[src/rtl/mips_pkg.sv]
// Shared MIPS datapath constants: widths, control-bundle bit positions
// and the all-zero bubble encoding.
package mips_pkg;

  localparam int DATA_W = 32;
  localparam int ADDR_W = 5;

  localparam int WB_W   = 2;
  localparam int M_W    = 3;
  localparam int EX_W   = 4;
  localparam int CTRL_W = WB_W + M_W + EX_W;

  // {regwrite, memtoreg}
  localparam int WB_REGWRITE = 1;
  localparam int WB_MEMTOREG = 0;

  // {branch, memread, memwrite}
  localparam int M_BRANCH   = 2;
  localparam int M_MEMREAD  = 1;
  localparam int M_MEMWRITE = 0;

  // {regdst, aluop[1:0], alusrc}; EX_ALUOP is the low bit of the 2-bit field
  localparam int EX_REGDST = 3;
  localparam int EX_ALUOP  = 1;
  localparam int EX_ALUSRC = 0;

  localparam logic [CTRL_W-1:0] BUBBLE = '0;

endpackage

[src/rtl/hazard_detect.sv]
// Load-use comparator: flags an ID instruction that reads the rt of a
// load currently held in EX. Purely combinational.
module hazard_detect #(
  parameter int ADDR_W = 5
) (
  input  logic              i_ex_valid,
  input  logic              i_ex_memread,
  input  logic [ADDR_W-1:0] i_ex_rt,
  input  logic [ADDR_W-1:0] i_id_rs,
  input  logic [ADDR_W-1:0] i_id_rt,
  output logic              o_raw
);

  logic w_rs_hit;
  logic w_rt_hit;

  assign w_rs_hit = (i_ex_rt == i_id_rs);
  assign w_rt_hit = (i_ex_rt == i_id_rt);

  // $zero never carries a real dependency
  assign o_raw = i_ex_valid & i_ex_memread & (i_ex_rt != '0) & (w_rs_hit | w_rt_hit);

endmodule

[src/rtl/id_ex_stage.sv]
// ID/EX pipeline latch with load-use bubble insertion, write-back bypass
// onto captured operands and saturating stall/flush event counters.
module id_ex_stage #(
  parameter int DATA_W = mips_pkg::DATA_W,
  parameter int ADDR_W = mips_pkg::ADDR_W,
  parameter int CNT_W  = 16
) (
  input  logic                     clk,
  input  logic                     rst_n,
  input  logic                     hold,
  input  logic                     flush,
  input  logic [DATA_W-1:0]        id_A,
  input  logic [DATA_W-1:0]        id_B,
  input  logic [ADDR_W-1:0]        id_rs,
  input  logic [ADDR_W-1:0]        id_rt,
  input  logic [ADDR_W-1:0]        id_rd,
  input  logic [DATA_W-1:0]        id_imm,
  input  logic [DATA_W-1:0]        id_npc,
  input  logic [mips_pkg::WB_W-1:0] id_wb,
  input  logic [mips_pkg::M_W-1:0]  id_m,
  input  logic [mips_pkg::EX_W-1:0] id_ex,
  input  logic                     wb_regwrite,
  input  logic [ADDR_W-1:0]        wb_rd,
  input  logic [DATA_W-1:0]        wb_writedata,
  output logic                     stall,
  output logic                     ex_valid,
  output logic [DATA_W-1:0]        ex_A,
  output logic [DATA_W-1:0]        ex_B,
  output logic [DATA_W-1:0]        ex_imm,
  output logic [DATA_W-1:0]        ex_npc,
  output logic [ADDR_W-1:0]        ex_rs,
  output logic [ADDR_W-1:0]        ex_rt,
  output logic [ADDR_W-1:0]        ex_rd,
  output logic [mips_pkg::WB_W-1:0] ex_wb,
  output logic [mips_pkg::M_W-1:0]  ex_m,
  output logic [mips_pkg::EX_W-1:0] ex_ex,
  output logic [CNT_W-1:0]         stall_cnt,
  output logic [CNT_W-1:0]         flush_cnt
);

  import mips_pkg::*;

  logic              r_valid;
  logic [DATA_W-1:0] r_A, r_B, r_imm, r_npc;
  logic [ADDR_W-1:0] r_rs, r_rt, r_rd;
  logic [WB_W-1:0]   r_wb;
  logic [M_W-1:0]    r_m;
  logic [EX_W-1:0]   r_ex;
  logic [CNT_W-1:0]  r_stall_cnt, r_flush_cnt;

  logic              w_raw;
  logic              w_stall;
  logic [DATA_W-1:0] w_byp_A, w_byp_B;

  function automatic logic [CNT_W-1:0] sat_inc(input logic [CNT_W-1:0] v);
    return (&v) ? v : v + 1'b1;
  endfunction

  // Register file writes in the same cycle it is read, so the value being
  // written back is newer than what the read ports show.
  function automatic logic [DATA_W-1:0] bypass(
    input logic              we,
    input logic [ADDR_W-1:0] wa,
    input logic [DATA_W-1:0] wd,
    input logic [ADDR_W-1:0] src,
    input logic [DATA_W-1:0] rf
  );
    return (we && (wa != '0) && (wa == src)) ? wd : rf;
  endfunction

  hazard_detect #(
    .ADDR_W (ADDR_W)
  ) u_hazard (
    .i_ex_valid   (r_valid),
    .i_ex_memread (r_m[M_MEMREAD]),
    .i_ex_rt      (r_rt),
    .i_id_rs      (id_rs),
    .i_id_rt      (id_rt),
    .o_raw        (w_raw)
  );

  assign w_stall = w_raw & ~flush & ~hold;
  assign w_byp_A = bypass(wb_regwrite, wb_rd, wb_writedata, id_rs, id_A);
  assign w_byp_B = bypass(wb_regwrite, wb_rd, wb_writedata, id_rt, id_B);

  // ID -> EX boundary
  always_ff @(posedge clk or negedge rst_n) begin
    if (!rst_n) begin
      r_valid            <= 1'b0;
      r_A                <= '0;
      r_B                <= '0;
      r_imm              <= '0;
      r_npc              <= '0;
      r_rs               <= '0;
      r_rt               <= '0;
      r_rd               <= '0;
      {r_wb, r_m, r_ex}  <= BUBBLE;
      r_stall_cnt        <= '0;
      r_flush_cnt        <= '0;
    end else if (!hold) begin
      if (flush || w_stall) begin
        r_valid           <= 1'b0;
        r_A               <= '0;
        r_B               <= '0;
        r_imm             <= '0;
        r_npc             <= '0;
        r_rs              <= '0;
        r_rt              <= '0;
        r_rd              <= '0;
        {r_wb, r_m, r_ex} <= BUBBLE;
        if (flush) r_flush_cnt <= sat_inc(r_flush_cnt);
        else       r_stall_cnt <= sat_inc(r_stall_cnt);
      end else begin
        r_valid <= 1'b1;
        r_A     <= w_byp_A;
        r_B     <= w_byp_B;
        r_imm   <= id_imm;
        r_npc   <= id_npc;
        r_rs    <= id_rs;
        r_rt    <= id_rt;
        r_rd    <= id_rd;
        r_wb    <= id_wb;
        r_m     <= id_m;
        r_ex    <= id_ex;
      end
    end
  end

  assign stall     = w_stall;
  assign ex_valid  = r_valid;
  assign ex_A      = r_A;
  assign ex_B      = r_B;
  assign ex_imm    = r_imm;
  assign ex_npc    = r_npc;
  assign ex_rs     = r_rs;
  assign ex_rt     = r_rt;
  assign ex_rd     = r_rd;
  assign ex_wb     = r_wb;
  assign ex_m      = r_m;
  assign ex_ex     = r_ex;
  assign stall_cnt = r_stall_cnt;
  assign flush_cnt = r_flush_cnt;

endmodule

[config.mk]
export PLATFORM = sky130hd
export DESIGN_NAME = id_ex_stage
export DESIGN_NICKNAME = d
export VERILOG_FILES = /design/src/rtl/mips_pkg.sv /design/src/rtl/hazard_detect.sv /design/src/rtl/id_ex_stage.sv
export SDC_FILE = /design/constraint.sdc
export NUM_CORES = 1
export LEC_CHECK = 0
export BUFFER_PORTS_ARGS = -buffer_cell sky130_fd_sc_hd__buf_2
export CORE_MARGIN = 5
export CORE_UTILIZATION = 30
export CTS_CLUSTER_SIZE = 12
export DETAILED_ROUTE_END_ITERATION = 8
export SKIP_CTS_REPAIR_TIMING = 1
export SYNTH_ARGS = -nofsm -noshare
export SYNTH_HDL_FRONTEND = slang
export SYNTH_SLANG_ARGS = --single-unit
[constraint.sdc]
create_clock -name clk -period 5.6 [get_ports clk]
set_input_delay 0.56 -clock clk [delete_from_list [all_inputs] [get_ports clk]]
set_output_delay 0.56 -clock clk [all_outputs]
set_load 0.05 [all_outputs]
* Word level (Yosys, flattened, before mapping) *
Index checks and enable logic that the tools add are counted.

operators by class
  $add $sub $neg = 2
  equal/unequal tests = 4
  muxes and demuxes = 13
  bitwise gates (word level) = 10
  reduce and logical (&&, ||, !) cells = 10

operator list
  operator                                                          number
  32-bit two-way mux                                                6
  16-bit by 1-bit adder with 16-bit output (second input constant)  2
  16-bit AND reduction                                              2
  5-bit equality test                                               4
  5-bit two-way mux                                                 3
  5-bit nonzero test                                                2
  4-bit AND reduction                                               2
  1-bit AND                                                         5
  4-bit two-way mux                                                 1
  1-bit NOT                                                         4
  1-bit logical AND                                                 3
  3-bit two-way mux                                                 1
  2-bit two-way mux                                                 1
  1-bit logical OR                                                  1
  1-bit two-way mux                                                 1
  1-bit bitwise OR                                                  1

storage, ports and cells
  register bits after elaboration = 185
  input port bits = 194
  word-level logic and storage cells = 52

* Depth between registers and ports, before layout *
  depth after elaboration = 7
  depth in mapped cells = 9
  depth with buffers taken out = 6

* By module *
A second synthesis with hierarchy kept.

unflattened totals
  cell total of the unflattened synthesis = 697
  area, all modules = 8142.8 µm²

modules (own cells, without submodules)
  module         times used  cells each  area an instance (µm²)
  id_ex_stage    1           680         8010.2
  hazard_detect  1           17          132.6

* Worst setup path before layout *
OpenSTA, ideal clock, no wires.

  kind = register -> output
  start point = register r_rt[1] (netlist: ex_rt[1])
  end point = output port stall
  data arrival time = 1.715 ns
  required time = 5.040 ns
  slack = 3.325 ns
  cell stages (with the launch flop) = 5
  cells stage by stage = dfrtp_1 -> or4_1 -> o2111ai_2 -> or2_4 -> inv_1

between the ends
  word-level cells in the longest chain between the ends = 5

RTL lines
  what                                           line                 source
  start, declared                                id_ex_stage.sv:45    logic [ADDR_W-1:0] r_rs, r_rt, r_rd;
  start signal, assigned                         id_ex_stage.sv:120   r_rt <= id_rt;
  5-bit equality test (tied with other cells)    hazard_detect.sv:17  assign w_rs_hit = (i_ex_rt == i_id_rs);
  1-bit bitwise OR or 1-bit AND (tied branches)  hazard_detect.sv:21  assign o_raw = i_ex_valid & i_ex_memread & (i_ex_rt != '0) & (w_rs_hit | w_rt_hit);
  1-bit AND *                                    hazard_detect.sv:21
  1-bit AND * (2 in a row)                       id_ex_stage.sv:82    assign w_stall = w_raw & ~flush & ~hold;
  end, declared                                  id_ex_stage.sv:25    output logic stall,

Every way passes the cells marked *; elsewhere a longest branch is shown, timed or not.

* Final worst setup path *
  start point = register r_rt[0] (netlist: ex_rt[0])
  end point = output port stall

Same word-level chain as after synthesis.

==> flow_results.xml <==
<?xml version="1.0" encoding="UTF-8"?>
<metrics>
  <group name="run">
    <metric name="maximum_capacitance_violations" unit="">0</metric>
  </group>
  <group name="clock_tree">
    <metric name="cts-root-buf" unit="">sky130_fd_sc_hd__clkbuf_16</metric>
    <metric name="clock_sink_count" unit="">185</metric>
    <metric name="clock_tree.buffer_depth" unit="">2</metric>
    <metric name="htree_num_levels" unit="">4</metric>
    <metric name="tritoncts" unit="">yes</metric>
    <metric name="cts_inserted_buffers" unit="">17</metric>
    <metric name="worst_skew_pair.late_latency" unit="ns">0.43</metric>
    <metric name="clk_transition_reported_paths" unit="ns">0.09</metric>
  </group>
  <group name="synthesis">
    <metric name="postSynthRegisterBits" unit="">185</metric>
    <metric name="synth_sequential_area_ratio" unit="%">59.39</metric>
    <metric name="synthTopCellsByArea" unit="">sky130_fd_sc_hd__dfrtp_1, sky130_fd_sc_hd__a22o_1, sky130_fd_sc_hd__mux2i_1, sky130_fd_sc_hd__nand2_1, sky130_fd_sc_hd__xnor2_1</metric>
    <metric name="synth_ff_type" unit="">sky130_fd_sc_hd__dfrtp_1</metric>
    <metric name="netlist.top_cell.by_area" unit="">sky130_fd_sc_hd__dfrtp_1</metric>
    <metric name="synthesized_instance_count" unit="">646</metric>
    <metric name="post_synth_net_total" unit="">842</metric>
    <metric name="post-synth-top-area-fraction" unit="%">59.39</metric>
    <metric name="synthMostInstantiatedCell" unit="">sky130_fd_sc_hd__dfrtp_1</metric>
    <metric name="synth_cell_type_count" unit="">38</metric>
    <metric name="synth_warnings" unit="">0</metric>
    <metric name="synth_enable_flop_cells" unit="">0</metric>
    <metric name="synthesis.area_per_instance" unit="um^2">12.07</metric>
    <metric name="ys_top_cells_by_count" unit="">sky130_fd_sc_hd__dfrtp_1, sky130_fd_sc_hd__a22o_1, sky130_fd_sc_hd__nand2_1</metric>
    <metric name="postSynth.asyncResetShare" unit="%">100.0</metric>
    <metric name="synth_area" unit="um^2">7795</metric>
  </group>
  <group name="timing">
    <metric name="clock-skew-final" unit="ns">0.01678</metric>
    <metric name="period_needed" unit="ns">2.689</metric>
    <metric name="hold_ws" unit="ns">0.2088</metric>
    <metric name="fmax" unit="GHz">0.3719</metric>
    <metric name="layout_setup_ws" unit="ns">2.911</metric>
    <metric name="slew_headroom" unit="%">31.44</metric>
    <metric name="finalSetupTns" unit="ns">0</metric>
    <metric name="min_period_over_period" unit="%">48.01</metric>
    <metric name="slew_viol_final" unit="">0</metric>
    <metric name="setup_repair_after_global_routing_missed_its_margin" unit="">no</metric>
    <metric name="timing_worst_slew_pin_value" unit="ns">1.028</metric>
    <metric name="final-hold-violation-count" unit="">0</metric>
    <metric name="setup_viol_count_final" unit="">0</metric>
  </group>
  <group name="floorplanning">
    <metric name="core.rowCount" unit="">59</metric>
    <metric name="initial_core_util" unit="%">30.17</metric>
    <metric name="die_outline_height" unit="um">171.2</metric>
    <metric name="fp.coreArea" unit="um^2">25840</metric>
    <metric name="die-area" unit="um^2">29310</metric>
    <metric name="pin_count" unit="">380</metric>
    <metric name="die_w" unit="um">171.2</metric>
  </group>
  <group name="hold_path">
    <metric name="holdCritPathClass" unit="">in2async</metric>
  </group>
  <group name="place">
    <metric name="place_worst_setup_slack" unit="ns">2.713</metric>
    <metric name="gpl.final_weighted_congestion" unit="">0.8260</metric>
    <metric name="postPlaceCellArea" unit="um^2">9960</metric>
    <metric name="detailedPlacementHpwl" unit="um">18900</metric>
    <metric name="io_buffer_count" unit="">379</metric>
  </group>
  <group name="critical_path">
    <metric name="worstPathArrival" unit="ns">2.13</metric>
    <metric name="cp-start-kind" unit="">register</metric>
    <metric name="timing.critical_path.to_type" unit="">primary output</metric>
    <metric name="highest_net_fanout_along_the_worst_path" unit="">5</metric>
    <metric name="setup.worst_path.class" unit="">reg2out</metric>
    <metric name="timing.critical_path.required" unit="ns">5.04</metric>
  </group>
  <group name="routing">
    <metric name="routed_wirelength" unit="um">25770</metric>
    <metric name="drtIter0Drc" unit="">321</metric>
    <metric name="detail_route.vias_per_cell" unit="">4.786</metric>
    <metric name="post-route-drc-count" unit="">0</metric>
    <metric name="drt.antenna.violating_nets" unit="">0</metric>
    <metric name="number_of_search_and_repair_iterations_in_the_first_detailed_routing_pass" unit="">6</metric>
    <metric name="wl_per_cell" unit="um">18.99</metric>
    <metric name="vias" unit="">6495</metric>
  </group>
  <group name="power_and_ir_drop">
    <metric name="leakagePower" unit="uW">0.005418</metric>
    <metric name="power-per-cell-area" unit="nW/um^2">340.7</metric>
    <metric name="irDropWorstVdd" unit="uV">205.3</metric>
  </group>
  <group name="final_layout">
    <metric name="final_cell_area" unit="um^2">10560</metric>
    <metric name="layout-drive-gt1-share" unit="%">41.72</metric>
    <metric name="final_nets" unit="">1204</metric>
    <metric name="area_growth_syn_to_layout" unit="%">35.47</metric>
  </group>
  <group name="grt">
    <metric name="global_route.overflow_total" unit="">0</metric>
    <metric name="number_of_antenna_violations_at_the_first_check_in_global_routing" unit="">5</metric>
    <metric name="global_route.usage.total" unit="%">16.91</metric>
    <metric name="grt_pass1_vias" unit="">6700</metric>
    <metric name="grt_first_pass_wirelength" unit="um">38800</metric>
    <metric name="grt_max_degree" unit="">93</metric>
  </group>
  <group name="outcome">
    <metric name="outcome" unit="">complete, no violations</metric>
  </group>
</metrics>
[worst max-delay path, stage by stage (launching register included)]
cell and delay, ns:
sky130_fd_sc_hd__dfrtp_1 0.49, sky130_fd_sc_hd__xor2_1 0.20, sky130_fd_sc_hd__nor3_1 0.20, sky130_fd_sc_hd__a22oi_1 0.17, sky130_fd_sc_hd__or2_4 0.31, sky130_fd_sc_hd__inv_1 0.05, sky130_fd_sc_hd__buf_2 0.28
[stage by stage]
step | total power, uW | util, % | std cells
3_3_place_gp | 2387 | 38.55 | 1324
2_1_floorplan | 2103 | - | 646
4_1_cts | 3653 | 40.86 | 1356
5_1_grt | 3763 | 40.87 | 1357
3_5_place_dp | 2394 | 38.55 | 1324
6_report | 3598 | 40.87 | 1357
[path summary, 6_finish.rpt]
path                                       from  slack [ns]  cells past startpoint                         to
max in group asynchronous                 rst_n        4.15                      2  flush_cnt[13]$_DFFE_PN0P_
hold / removal                            rst_n        0.21                      1       ex_A[26]$_DFFE_PN0N_
min in group clk                      id_imm[9]        0.34                      2      ex_imm[9]$_DFFE_PN0N_
hold reg to reg             ex_B[1]$_DFFE_PN0N_        0.48                      2        ex_B[1]$_DFFE_PN0N_
setup / recovery           ex_rt[0]$_DFFE_PN0N_        2.91                      6                      stall
setup reg to reg           ex_rt[1]$_DFFE_PN0N_        2.99                      5       ex_ex[1]$_DFFE_PN0N_
[logic make-up after synthesis]
group           count (synthesis)  synth area share (%)
compound gates                159                 14.67
mux                            67                 8.652
fa+ha+maj                       2                0.3210
simple gates                  139                 8.491
xor+xnor                       48                 5.393
flops                         185                 59.39
buf+inv                        46                 3.082
[cell usage in the layout (no fill, tap or decap), drive strengths merged, types with 7 or more instances in the layout]
cell type | netlist | final
and3 | 7 | 7
nand3 | 12 | 12
a22o | 88 | 88
xnor2 | 26 | 26
nand2 | 78 | 78
dfrtp | 185 | 185
buf | 19 | 385
nand4 | 13 | 13
inv | 3 | 11
mux2i | 64 | 64
clkbuf | 24 | 19
xor2 | 22 | 22
o21ai | 65 | 65
nor2 | 9 | 9
[cell type report]
class | instances | area (um^2)
Antenna cell | 1 | 2.502
Sequential cell | 185 | 4629
Inverter | 3 | 11.26
Tap cell | 335 | 419.2
Multi-Input combinational cell | 415 | 2939
Clock buffer | 18 | 429.2
Timing Repair Buffer | 386 | 1961
Clock inverter | 14 | 168.9
Fill cell | 2560 | 15280
[flip-flops by register name (all words and copies together) (netlist names)]
register,cells
ex_m,3
ex_A,32
stall_cnt,16
ex_B,32
ex_wb,2
ex_imm,32
ex_ex,4
ex_rd,5
ex_valid,1
ex_npc,32
ex_rt,5
ex_rs,5
flush_cnt,16
[routing by layer]
layer / GRT usage (%) / up-vias / part of all wire [%]
met1: 20.80 / 3148 / 40
met3: 6.895 / 18 / 10
li1: - / 3047 / -
met2: 28.72 / 274 / 48
met4: 2.480 / 8 / 0.71
met5: 0 / - / 0.28
[where the power goes]
part	total [uW]	internal, uW	switching [uW]
Sequential	1530	1440	82.2
Combinational	834	220	613
Clock	1240	643	596
Power figures use the tool's default switching activity.
